### src/rtl/cacheline_adapter.sv
// Bridges single 256-bit cache-line reads/writes from the cache arbiter onto
// four-beat 64-bit bursts on the banked main-memory port.
module cacheline_adapter (
  input  logic         clk,
  input  logic         rst,
  input  logic [31:0]  dfp_addr,
  input  logic         dfp_read,
  input  logic         dfp_write,
  input  logic [255:0] dfp_wdata,
  output logic [255:0] dfp_rdata,
  output logic         dfp_resp,
  output logic [31:0]  bmem_addr,
  output logic         bmem_read,
  output logic         bmem_write,
  output logic [63:0]  bmem_wdata,
  input  logic         bmem_ready,
  input  logic [63:0]  bmem_rdata,
  input  logic         bmem_rvalid
);

  localparam logic [2:0] ST_IDLE     = 3'd0;
  localparam logic [2:0] ST_RD_REQ   = 3'd1;
  localparam logic [2:0] ST_RD_DATA  = 3'd2;
  localparam logic [2:0] ST_WR_BURST = 3'd3;
  localparam logic [2:0] ST_DONE     = 3'd4;

  logic [2:0]   state_q,     state_d;
  logic [26:0]  line_addr_q, line_addr_d;
  logic [255:0] line_buf_q,  line_buf_d;
  logic [1:0]   cnt_q,       cnt_d;

  logic         last_beat;
  logic [7:0]   beat_lsb;
  logic         unused_addr_lsbs;

  // cnt parks at 3 after the final beat; only a new request clears it, so it
  // never wraps inside a burst.
  assign last_beat        = (cnt_q == 2'd3);
  assign beat_lsb         = {cnt_q, 6'd0};
  assign unused_addr_lsbs = ^dfp_addr[4:0];

  always_comb begin
    // NOTE: every next-state signal gets its hold value first, so no branch
    // can leave one unassigned and infer a latch.
    state_d     = state_q;
    line_addr_d = line_addr_q;
    line_buf_d  = line_buf_q;
    cnt_d       = cnt_q;

    case (state_q)
      ST_IDLE: begin
        if (dfp_read) begin
          line_addr_d = dfp_addr[31:5];
          cnt_d       = 2'd0;
          state_d     = ST_RD_REQ;
        end else if (dfp_write) begin
          line_addr_d = dfp_addr[31:5];
          line_buf_d  = dfp_wdata;
          cnt_d       = 2'd0;
          state_d     = ST_WR_BURST;
        end
      end

      ST_RD_REQ: begin
        if (bmem_ready) begin
          state_d = ST_RD_DATA;
        end
      end

      ST_RD_DATA: begin
        if (bmem_rvalid) begin
          line_buf_d[beat_lsb +: 64] = bmem_rdata;
          if (last_beat) begin
            state_d = ST_DONE;
          end else begin
            cnt_d = cnt_q + 2'd1;
          end
        end
      end

      ST_WR_BURST: begin
        if (bmem_ready) begin
          if (last_beat) begin
            state_d = ST_DONE;
          end else begin
            cnt_d = cnt_q + 2'd1;
          end
        end
      end

      ST_DONE: begin
        state_d = ST_IDLE;
      end

      default: begin
        state_d = ST_IDLE;
      end
    endcase
  end

  // NOTE: state registers use non-blocking assignments so every flop samples
  // the pre-edge value of the others.
  // NOTE: line_buf is a plain register bank (not a RAM) and its value is
  // visible on dfp_rdata, so it is reset like the rest of the state.
  always_ff @(posedge clk or posedge rst) begin
    if (rst) begin
      state_q     <= ST_IDLE;
      line_addr_q <= '0;
      line_buf_q  <= '0;
      cnt_q       <= '0;
    end else begin
      state_q     <= state_d;
      line_addr_q <= line_addr_d;
      line_buf_q  <= line_buf_d;
      cnt_q       <= cnt_d;
    end
  end

  // Every output is a function of registered state only.
  assign dfp_rdata  = line_buf_q;
  assign dfp_resp   = (state_q == ST_DONE);
  assign bmem_addr  = {line_addr_q, 5'd0};
  assign bmem_read  = (state_q == ST_RD_REQ);
  assign bmem_write = (state_q == ST_WR_BURST);
  assign bmem_wdata = bmem_write ? line_buf_q[beat_lsb +: 64] : 64'd0;

endmodule

### config.mk
export PLATFORM = sky130hd
export DESIGN_NAME = cacheline_adapter
export DESIGN_NICKNAME = d
export VERILOG_FILES = /design/src/rtl/cacheline_adapter.sv
export SDC_FILE = /design/constraint.sdc
export NUM_CORES = 1
export LEC_CHECK = 0
export CORE_AREA = 2 2 281 283
export DETAILED_ROUTE_END_ITERATION = 10
export DIE_AREA = 0 0 283 285
export MAX_ROUTING_LAYER = met4
export SYNTH_ARGS = -nofsm -noshare
export SYNTH_HDL_FRONTEND = slang
export SYNTH_SLANG_ARGS = --single-unit
export TNS_END_PERCENT = 1
### constraint.sdc
create_clock -name clk -period 8.6 [get_ports clk]
set_input_delay 0.86 -clock clk [delete_from_list [all_inputs] [get_ports clk]]
set_output_delay 0.86 -clock clk [all_outputs]
set_load 0.05 [all_outputs]
**Yosys cells after proc, flatten, opt, wreduce, memory -nomap -nowiden**

Index checks and enable logic that the tools add are counted.
Widths: inputs -> output; s select.

- Register bits after elaboration: 288
- Logic and storage cells: 49
- Output and inout port bits: 355
- Bits of input ports: 358

- Shifts and indexed selects: 3
- Equality and inequality tests: 11
- Muxes and demuxes: 21
- Reduce and logical (&&, ||, !) cells: 8
- Add/subtract/negate cells: 2

Operator list:

| operator | count |
|---|---|
| $mux 256 | 3 |
| $pmux 256 s2 | 1 |
| $bwmux 256 | 1 |
| $shift 64x10->256 const A | 1 |
| $shiftx 256x9->64 | 1 |
| $shiftx 64x10->256 | 1 |
| $mux 64 | 1 |
| $mux 27 | 2 |
| $mux 3 | 6 |
| $pmux 3 s4 | 1 |
| $reduce_and 4->1 | 3 |
| $mux 2 | 5 |
| $neg 8->10 | 1 |
| $eq 3x2->1 const B | 2 |
| $ne 2x2->1 const B | 3 |
| $pmux 2 s3 | 1 |
| $ne 2x1->1 const B | 2 |
| $reduce_bool 2->1 | 2 |
| $eq 3x1->1 const B | 1 |
| $eq 3x3->1 const B | 1 |
| $logic_not 3->1 | 1 |
| $ne 3x3->1 const B | 1 |
| $reduce_bool 3->1 | 1 |
| $add 2x1->2 const B | 1 |
| other kinds (2) | 2 |

**Logic depth before layout (Yosys ltp)**

Gate-level depths: netlist of the first run.

- Depth in word-level cells: 5
- Depth in mapped cells: 10
- Gate-level depth less buffers: 5

**Least setup slack after synthesis of the first run**

No wires, ideal clock.

- Kind: register -> register
- Start: reg cnt_q[0]
- End: reg line_buf_q[2], in the netlist dfp_rdata[2]
- Setup slack: 5.672 ns
- Library setup time: 0.067 ns
- Period minus slack after synthesis: 2.928 ns
- Stages on the path, launching flop included: 11
- Path buffers: 5
- Data arrival time: 2.861 ns
- Data required time: 8.533 ns
- Path through: dfrtp_1 clkbuf_1 buf_1 clkbuf_1 inv_1 ha_1 nor4bb_1 clkbuf_1 clkbuf_1 a22o_1 mux2_2

- Word-level cells in the longest chain between the ends: 5
- Elaborated cells between the ends (all ways): 6
- Classes of those cells: add/sub: 1; shift: 2; mux: 3

Ends and longest elaborated chain:

| element | RTL line | source |
|---|---|---|
| start, declared | 30 | `logic [1:0] cnt_q, cnt_d;` |
| start signal, assigned | 115 | `cnt_q <= cnt_d;` |
| $neg 8->10 * | 72 | `line_buf_d[beat_lsb +: 64] = bmem_rdata;` |
| $shiftx 64x10->256 or $shift 64x10->256 (tied branches) | 72 |  |
| $bwmux 256 * | 72 |  |
| $mux 256 * | 71 | `if (bmem_rvalid) begin` |
| $pmux 256 s2 * | 50 | `case (state_q)` |
| end signal, assigned | 114 | `line_buf_q <= line_buf_d;` |
| end, declared | 29 | `logic [255:0] line_buf_q, line_buf_d;` |

Mark *: on every way between the ends. The rest lies on a longest branch, timed or not. The select of a mux whose other input is x is not followed.
A chain may end at the register's enable or synchronous reset.

**Worst setup path after layout of the first run**

- Start: reg cnt_q[1]
- End: out bmem_wdata[36]

- Word-level cells in the longest chain between the ends: 2

Ends and longest elaborated chain:

| element | RTL line | source |
|---|---|---|
| $shiftx 256x9->64 | 125 | `assign bmem_wdata = bmem_write ? line_buf_q[beat_lsb +: 64] : 64'd0;` |
| $mux 64 | 125 |  |
| end, declared | 15 | `output logic [63:0] bmem_wdata,` |

Every way passes these cells.

==> flow_summary.ini, run 1 <==
[hold_path]
min_to = line_addr_q[0]
min_from = line_addr_q[0]
hp-class = flop to flop
whs_path_depth = 1

[sta]
fin_crit_sh = 0.559
tightestPinTransition_ps = 1230
setup_violations = 0
finalHoldViolations = 0
setup_slack_ps = 3790
slew_headroom = 0.170
finClkSkew_ps = 13.0
min_period_ps = 4810
rsz0062_at_grt = false
tns_ps = 0
maxSlewViolCount = 0
maxClockFrequency_mhz = 208

[synthesis]
synth_cell_types = 37
synth_compound_area_frac = 0.148
synth_flop_cell = dfrtp_1
synth_cells = 1211
synthXorXnorAreaFrac = 0
synthArstFlopShare = 1.00
synth_top_family_by_area = multiplexers
synth.area.top_cells = dfrtp_1 45%, mux2_2 18%, a22o_1 14%, mux4_2 8.9%, nor4bb_1 4.1%
synth_adder_area_share = 0.00387
synth_seq_cells = 288
synth_area_sq_um = 16200
synth_top_area_cell = dfrtp_1
ys_warn_count = 0
syn_avg_cell_area_sq_um = 13.3
synthMuxAreaShare = 0.288
yosysTopAreaCellShare = 0.446
synth_simple_gate_area_frac = 0.0728
yosysSeqAreaShare = 0.446
synth_edf_count = 0

[cells_and_area]
design_area_sq_um = 25500
layout_common_cells = 702 x clkdlybuf4s50_1, 283 x dfrtp_1, 258 x mux2_2, 256 x a22o_1, 65 x and3_1
final_cells = 2936
fin_nets = 2209
drive_gt1_frac = 0.229
nFillCells = 7696
area_delta_synth_final_pct = 57.6
final_common_cell = clkdlybuf4s50_1

[floorplan]
dieArea_sq_um = 80700
ios = 713
start_util = 0.207
num_rows = 103
die_w_um = 283
die_y_um = 285
core_area_sq_um = 78000

[power]
powerDensity_nw_per_um2 = 452
leakage_uw = 0.0104
ir_drop_mv = 0.199
finalPower_uw = 11500

[setup_path]
r2r_cells = 7
cp_data_arrival_time_ps = 3950
worstPathRequired_ps = 7740
rrSetupSlack_ps = 4830
worst_setup_path_end_kind = primary output
path_buf_inv = 2
r2r_end = dfp_rdata[173]
crit_type = flop to primary output
crit_fanout = 39
critPathMaxStageDelay_ps = 1070
rr_startpoint = cnt_q[1]
crit_path_start_kind = flop
path_delay_family = buffers and inverters
path_cells = buf_4 > mux4_2 > and3_1 > clkdlybuf4s50_1
cpMaxStageDelayCell = dfrtp_4

[drt]
wl_per_cell_um = 26.5
vias = 14600
viasPerCell = 4.96
first_iter_violations = 936
ant_nets = 0
post-route-drc-count = 0
totalWireLength_um = 77700
dr.pass1.iters = 7

[clocking]
clock_path_buffers = 3
cts.sinks = 288
cts_hold_buf = 0
cts_max_level = 2
cts_setup_buffers = 0
clock-root-buffer = clkbuf_16
insertion_delay_ps = 550
clk_pin_slew_ps = 50
cts_tree = yes
cts-buffers-inserted = 38
cts_resized = 0

[placed_design]
dp_cells = 2856
hpwlAfterDp_um = 52800
place_ws_ps = 4220
numPortBuffers = 702
finalWeightedCongestion = 0.934
dpl_cell_area_sq_um = 24200

[job]
max-cap-violations = 0

[global_route]
grt_overflow = 0
antenna_found_initial = 9
grt_pass1_vias = 15800
grt_pass1_wl_um = 112000
grt_start_max_net_pins = 160
grt_usage = 0.191

[outcome]
status = finished, final reports clean
==> worst max path at each step <==
stage	from	slack, ps	endpoint	cells past startpoint
after detailed placement	cnt_q[1]	4220	bmem_wdata[36]	4
after global placement	cnt_q[1]	4270	bmem_wdata[16]	4
after floorplan	rst	3920	cnt_q[0]	1
final	cnt_q[1]	3790	bmem_wdata[36]	4
after global routing	cnt_q[1]	3530	bmem_wdata[36]	4
after CTS	cnt_q[1]	3620	bmem_wdata[36]	4
==> power by group <==
group	switching (uW)	internal (uW)
clock	633	929
sequential	657	1950
combinational	4490	2860
total	5780	5740
==> final cells by class <==
| cell class | count | area, sq um | share of cell area |
|---|---|---|---|
| tap | 1050 | 1310 | 0.0516 |
| multi-input combinational | 775 | 8360 | 0.328 |
| clock buffer | 59 | 1160 | 0.0457 |
| timing repair buffer | 734 | 7280 | 0.286 |
| antenna | 11 | 27.5 | 0.00108 |
| sequential | 288 | 7230 | 0.284 |
| clock inverter | 10 | 55.1 | 0.00216 |
| inverter | 9 | 37.5 | 0.00147 |
==> kinds of logic (layout without fill, tap and decap cells) <==
family | Yosys count | in the layout
AO/OA/AOI/OAI | 270 | 270
buffers and inverters | 152 | 812
multiplexers | 349 | 349
adder cells (fa/ha/maj) | 5 | 5
flip-flops | 288 | 288
AND/OR/NAND/NOR | 146 | 146
other | 1 | 16
==> routing by layer <==
layer,global-route usage,routed length (um)
met5,-,0
met3,0.0414,5650
met2,0.320,39200
met1,0.223,30300
met4,0.0713,2540
==> cells in the mapped netlist (all sizes together) (2+ instances only) <==
library cell    n
ha              5
clkbuf         79
buf            64
nor2            2
and3           65
a22o          256
nor4bb         67
dfrtp         288
o22ai           4
mux2          284
mux4           64
a21oi           3
nor2b           2
inv             9
==> stage by stage <==
step / util / hold slack [ps]
global placement: 0.311 / 474
detailed placement: 0.311 / 477
CTS: 0.326 / 491
floorplan: - / 676
global route: 0.327 / 521
finish: 0.327 / 486
==> registers in the layout, summed over array words and instances, names as in the netlist <==
name / cells
dfp_rdata: 256
line_addr_q: 27
state_q: 3
cnt_q: 2
Power figures use the tool's default switching activity.
==> inputs of run 2 (changes only) <==
==> constraint.sdc (replaced) <==
create_clock -name clk -period 4.8 [get_ports clk]
set_input_delay 0.48 -clock clk [delete_from_list [all_inputs] [get_ports clk]]
set_output_delay 0.48 -clock clk [all_outputs]
set_load 0.05 [all_outputs]
==> run 2 against run 1 <==
  * Combinational power up 81%
  * Critical path type unchanged
  * Register-to-register slack worse by 3300 ps
  * Total power up 82%
  * Clock-buffer cell count down 6
  * Non-clock buffer count up 4
  * Design area up 0.81%
  * Sequential share of layout area down 0.23 points
  * Critical endpoint is now bmem_wdata[34]
  * Routed wire length about the same
  * Hold slack worse by 72 ps
==> flow_summary.ini, run 2 (synthesized netlist as in run 1, its figures left out) <==
[clocking]
clock_path_buffers = 3
cts_hold_buf = 0
cts_resized = 0
cts_max_level = 2
insertion_delay_ps = 560
cts_setup_buffers = 0
cts-buffers-inserted = 38
cts_tree = yes
clock-root-buffer = clkbuf_16
cts.sinks = 288
clk_pin_slew_ps = 60

[cells_and_area]
area_delta_synth_final_pct = 58.8
layout_common_cells = 702 x clkdlybuf4s50_1, 283 x dfrtp_1, 258 x mux2_2, 256 x a22o_1, 65 x and3_1
seqCellArea_sq_um = 7230
final_cells = 2929
final_common_cell = clkdlybuf4s50_1
fin_nets = 2213
nFillCells = 7735
fin_util = 0.329
multiInputGateArea_sq_um = 8360
largest_reg_flops = 256
drive_gt1_frac = 0.231

[placed_design]
numPortBuffers = 702
dp_cells = 2860
finalWeightedCongestion = 0.945
hpwlAfterDp_um = 53000

[setup_path]
path_cells = nor2b_4 > buf_4 > and3_1 > clkdlybuf4s50_1
rr_startpoint = cnt_q[0]
crit_type = flop to primary output
worstPathRequired_ps = 4320
cp-startpoint = state_q[0]
crit_path_start_kind = flop
crit_fanout = 67
critPathMaxStageDelay_ps = 820
cpMaxStageDelayCell = clkdlybuf4s50_1
worst_setup_path_end_kind = primary output
cp_data_arrival_time_ps = 3470
path_delay_family = buffers and inverters
path_buf_inv = 2

[power]
leakage_uw = 0.0105
ir_drop_mv = 0.428
powerDensity_nw_per_um2 = 818

[hold_path]
hp-class = input port to asynchronous set/reset pin

[global_route]
grt_overflow = 0
antenna_found_initial = 6
grt_pass1_wl_um = 111000
grt_pass1_vias = 15700
grt_usage = 0.191
grt_start_max_net_pins = 141

[floorplan]
ios = 713
start_util = 0.207
die_w_um = 283
die_y_um = 285
dieArea_sq_um = 80700
core_area_sq_um = 78000
num_rows = 103

[sta]
maxSlewViolCount = 0
tns_ps = 0
maxClockFrequency_mhz = 253
rsz0062_at_grt = false
slew_headroom = 0.124
min_period_ps = 3950
finClkSkew_ps = 19.5
finalHoldViolations = 0
tightestPinTransition_ps = 1300
fin_crit_sh = 0.824
setup_violations = 0

[drt]
first_iter_violations = 898
post-route-drc-count = 0
ant_nets = 0
wl_per_cell_um = 26.5
totalWireLength_um = 77800
viasPerCell = 4.94
vias = 14500
dr.pass1.iters = 5

[outcome]
status = finished, final reports clean

[job]
max-cap-violations = 0
-- run 2: cell types whose count changed in the layout (fill, tap and decap cells not counted), sizes merged --
cell	before	now
clkbuf	59	53
clkinv	8	5
clkinvlp	3	2
bufinv	0	6
diode	11	4
buf	32	36
-- run 2: metal layers --
| layer | global-route usage | up-vias | wire [um] |
|---|---|---|---|
| li1 | - | 6058 | - |
| met1 | 0.226 | 7528 | 31000 |
| met2 | 0.314 | 733 | 38200 |
| met3 | 0.0446 | 158 | 5660 |
| met4 | 0.0743 | 0 | 2830 |
| met5 | - | - | 0 |
-- run 2: worst reg2reg max path, stage by stage, from the launching register on --
cell and delay, ps:
dfrtp_4 900, inv_1 240, ha_1 530, and4b_4 770, buf_12 350, a22o_1 290
mux2_2 150
-- run 2: where the power goes --
group          switching (uW)  internal [uW]
combinational            8120           5180
clock                    1140           1930
sequential               1140           3490
-- run 2: worst paths after layout --
path	endpoint	slack, ps	depth (start not counted)
setup reg to reg	dfp_rdata[109]	1530	6
hold reg to reg	line_addr_q[0]	500	1
min in group clk	line_addr_q[0]	500	1
setup / recovery	bmem_wdata[34]	850	4
hold / removal	dfp_rdata[125]	410	2
max in group asynchronous	dfp_rdata[30]	3210	3
-- run 2: layout make-up --
cell class | count | share of cell area
diodes | 4 | 0.000390
clock buffers | 53 | 0.0433
clock inverters | 12 | 0.00829
inverters | 9 | 0.00146
multi-input cells | 775 | 0.326
flip-flops and latches | 288 | 0.282
well taps | 1050 | 0.0512
repair buffers | 738 | 0.288
-- run 2: through the flow --
stage                     hold WS [ps]  cell area, sq um  total power, uW  setup WS, ps
after CTS                          388             25700            21100           862
after global routing               444             25700            21800           803
after detailed placement           494             24300            18000          1470
after global placement             483             24300            17800          1440
after floorplan                    615             16200            13100           501
final                              414             25700            21000           846
==> edit (settings of run 1) <==
`line_buf_q` no longer has a reset.
--- a/src/rtl/cacheline_adapter.sv
+++ b/src/rtl/cacheline_adapter.sv
@@ -106,14 +106,16 @@
     if (rst) begin
       state_q     <= ST_IDLE;
       line_addr_q <= '0;
-      line_buf_q  <= '0;
       cnt_q       <= '0;
     end else begin
       state_q     <= state_d;
       line_addr_q <= line_addr_d;
-      line_buf_q  <= line_buf_d;
       cnt_q       <= cnt_d;
     end
+  end
+
+  always_ff @(posedge clk) begin
+    line_buf_q <= line_buf_d;
   end
 
   // Every output is a function of registered state only.
Check against the original RTL: not settled (the Yosys comparison gave no result); the edit may change what the design does.
==> edit against run 1 <==
Sequential power is 2% higher. Global-route usage shrank 3.5 points. Area after synthesis shrank 15%. Routed wire length decreased by 18%. Setup slack gained 0.032 ns. Sequential share of layout area up 8.8 points. Total power is 15% lower. Core utilization shrank 3.3 points. Design area decreased by 10%. Sequential cell count stayed put. Cell count shrank 12%.
==> edit: results (changes against run 1) <==
metric	value	unit	change
status	completed		
ys async rst share	11.1	%	-89 points
hold_ws	0.507	ns	+0.0208 ns
Non-CTS buffers	721		-1.8%
largest net degree at the start of global routing	97		-39%
pre-CTS setup slack	4.17	ns	-0.0512 ns
drt initial violations	842		-10%
initial antenna violation count	5		-4
sequential cell area	8500	µm²	+18%
wire per inst	24.6	µm	-7.0%
met3 routed WL	5410	µm	-4.1%
router iterations before antenna repair	5		-2
# clk buffers	43		-27%
layout filler cell count	7822		+1.6%
overall via count from detail_route	11300		-22%
gpl congestion	0.926		-0.80%
Compound-Gate Fraction of Synth Area	16.9	%	+2.1 points
clk_skew	0.0152	ns	+0.00221 ns
area share of fa/ha/maj cells after synthesis	0.456	%	+0.069 points
wire length on met2	32800	µm	-16%
vias in the first global route	12200		-23%
Seq/Total Area, Yosys	61.9	%	+17 points
global-route wire length before repair	88400	µm	-21%
Worst EP arrival	3.92	ns	-0.03 ns
Final WS setup	3.82	ns	+0.0319 ns
#MultiIn Comb	457		-41%
slew margin rel.	22.4	%	+5.4 points
==> edit: cell count changes after synthesis, moves of 26 or more <==
cell	change
and3_1	-64
clkbuf_1	-36
dfrtp_1	-256
edfxtp_1	+256
mux2_1	-26
mux2_2	-231
nor2b_1	+64
nor4bb_1	-67
==> edit: path summary, 6_finish.rpt <==
kind	end	startpoint	cells after the start
max	bmem_wdata[56]	cnt_q[0]	4
min	line_addr_q[16]	line_addr_q[16]	1
max reg2reg	dfp_rdata[220]	cnt_q[0]	4
min reg2reg	line_addr_q[16]	line_addr_q[16]	1
max in group asynchronous	cnt_q[1]	rst	3
min in group asynchronous	state_q[1]	rst	3
==> edit: stage by stage <==
step           cell area (µm²)  instances
3_5_place_dp             21800       2522
6_report                 22900       2584
4_1_cts                  22900       2582
2_1_floorplan            13700        837
5_1_grt                  22900       2584
3_3_place_gp             21800       2522
==> edit: per-layer routing <==
metal	vias up	GRT usage [%]
met4	0	4.44
met5	-	-
met1	5709	17.5
met3	87	3.94
met2	686	27.1
li1	4822	-
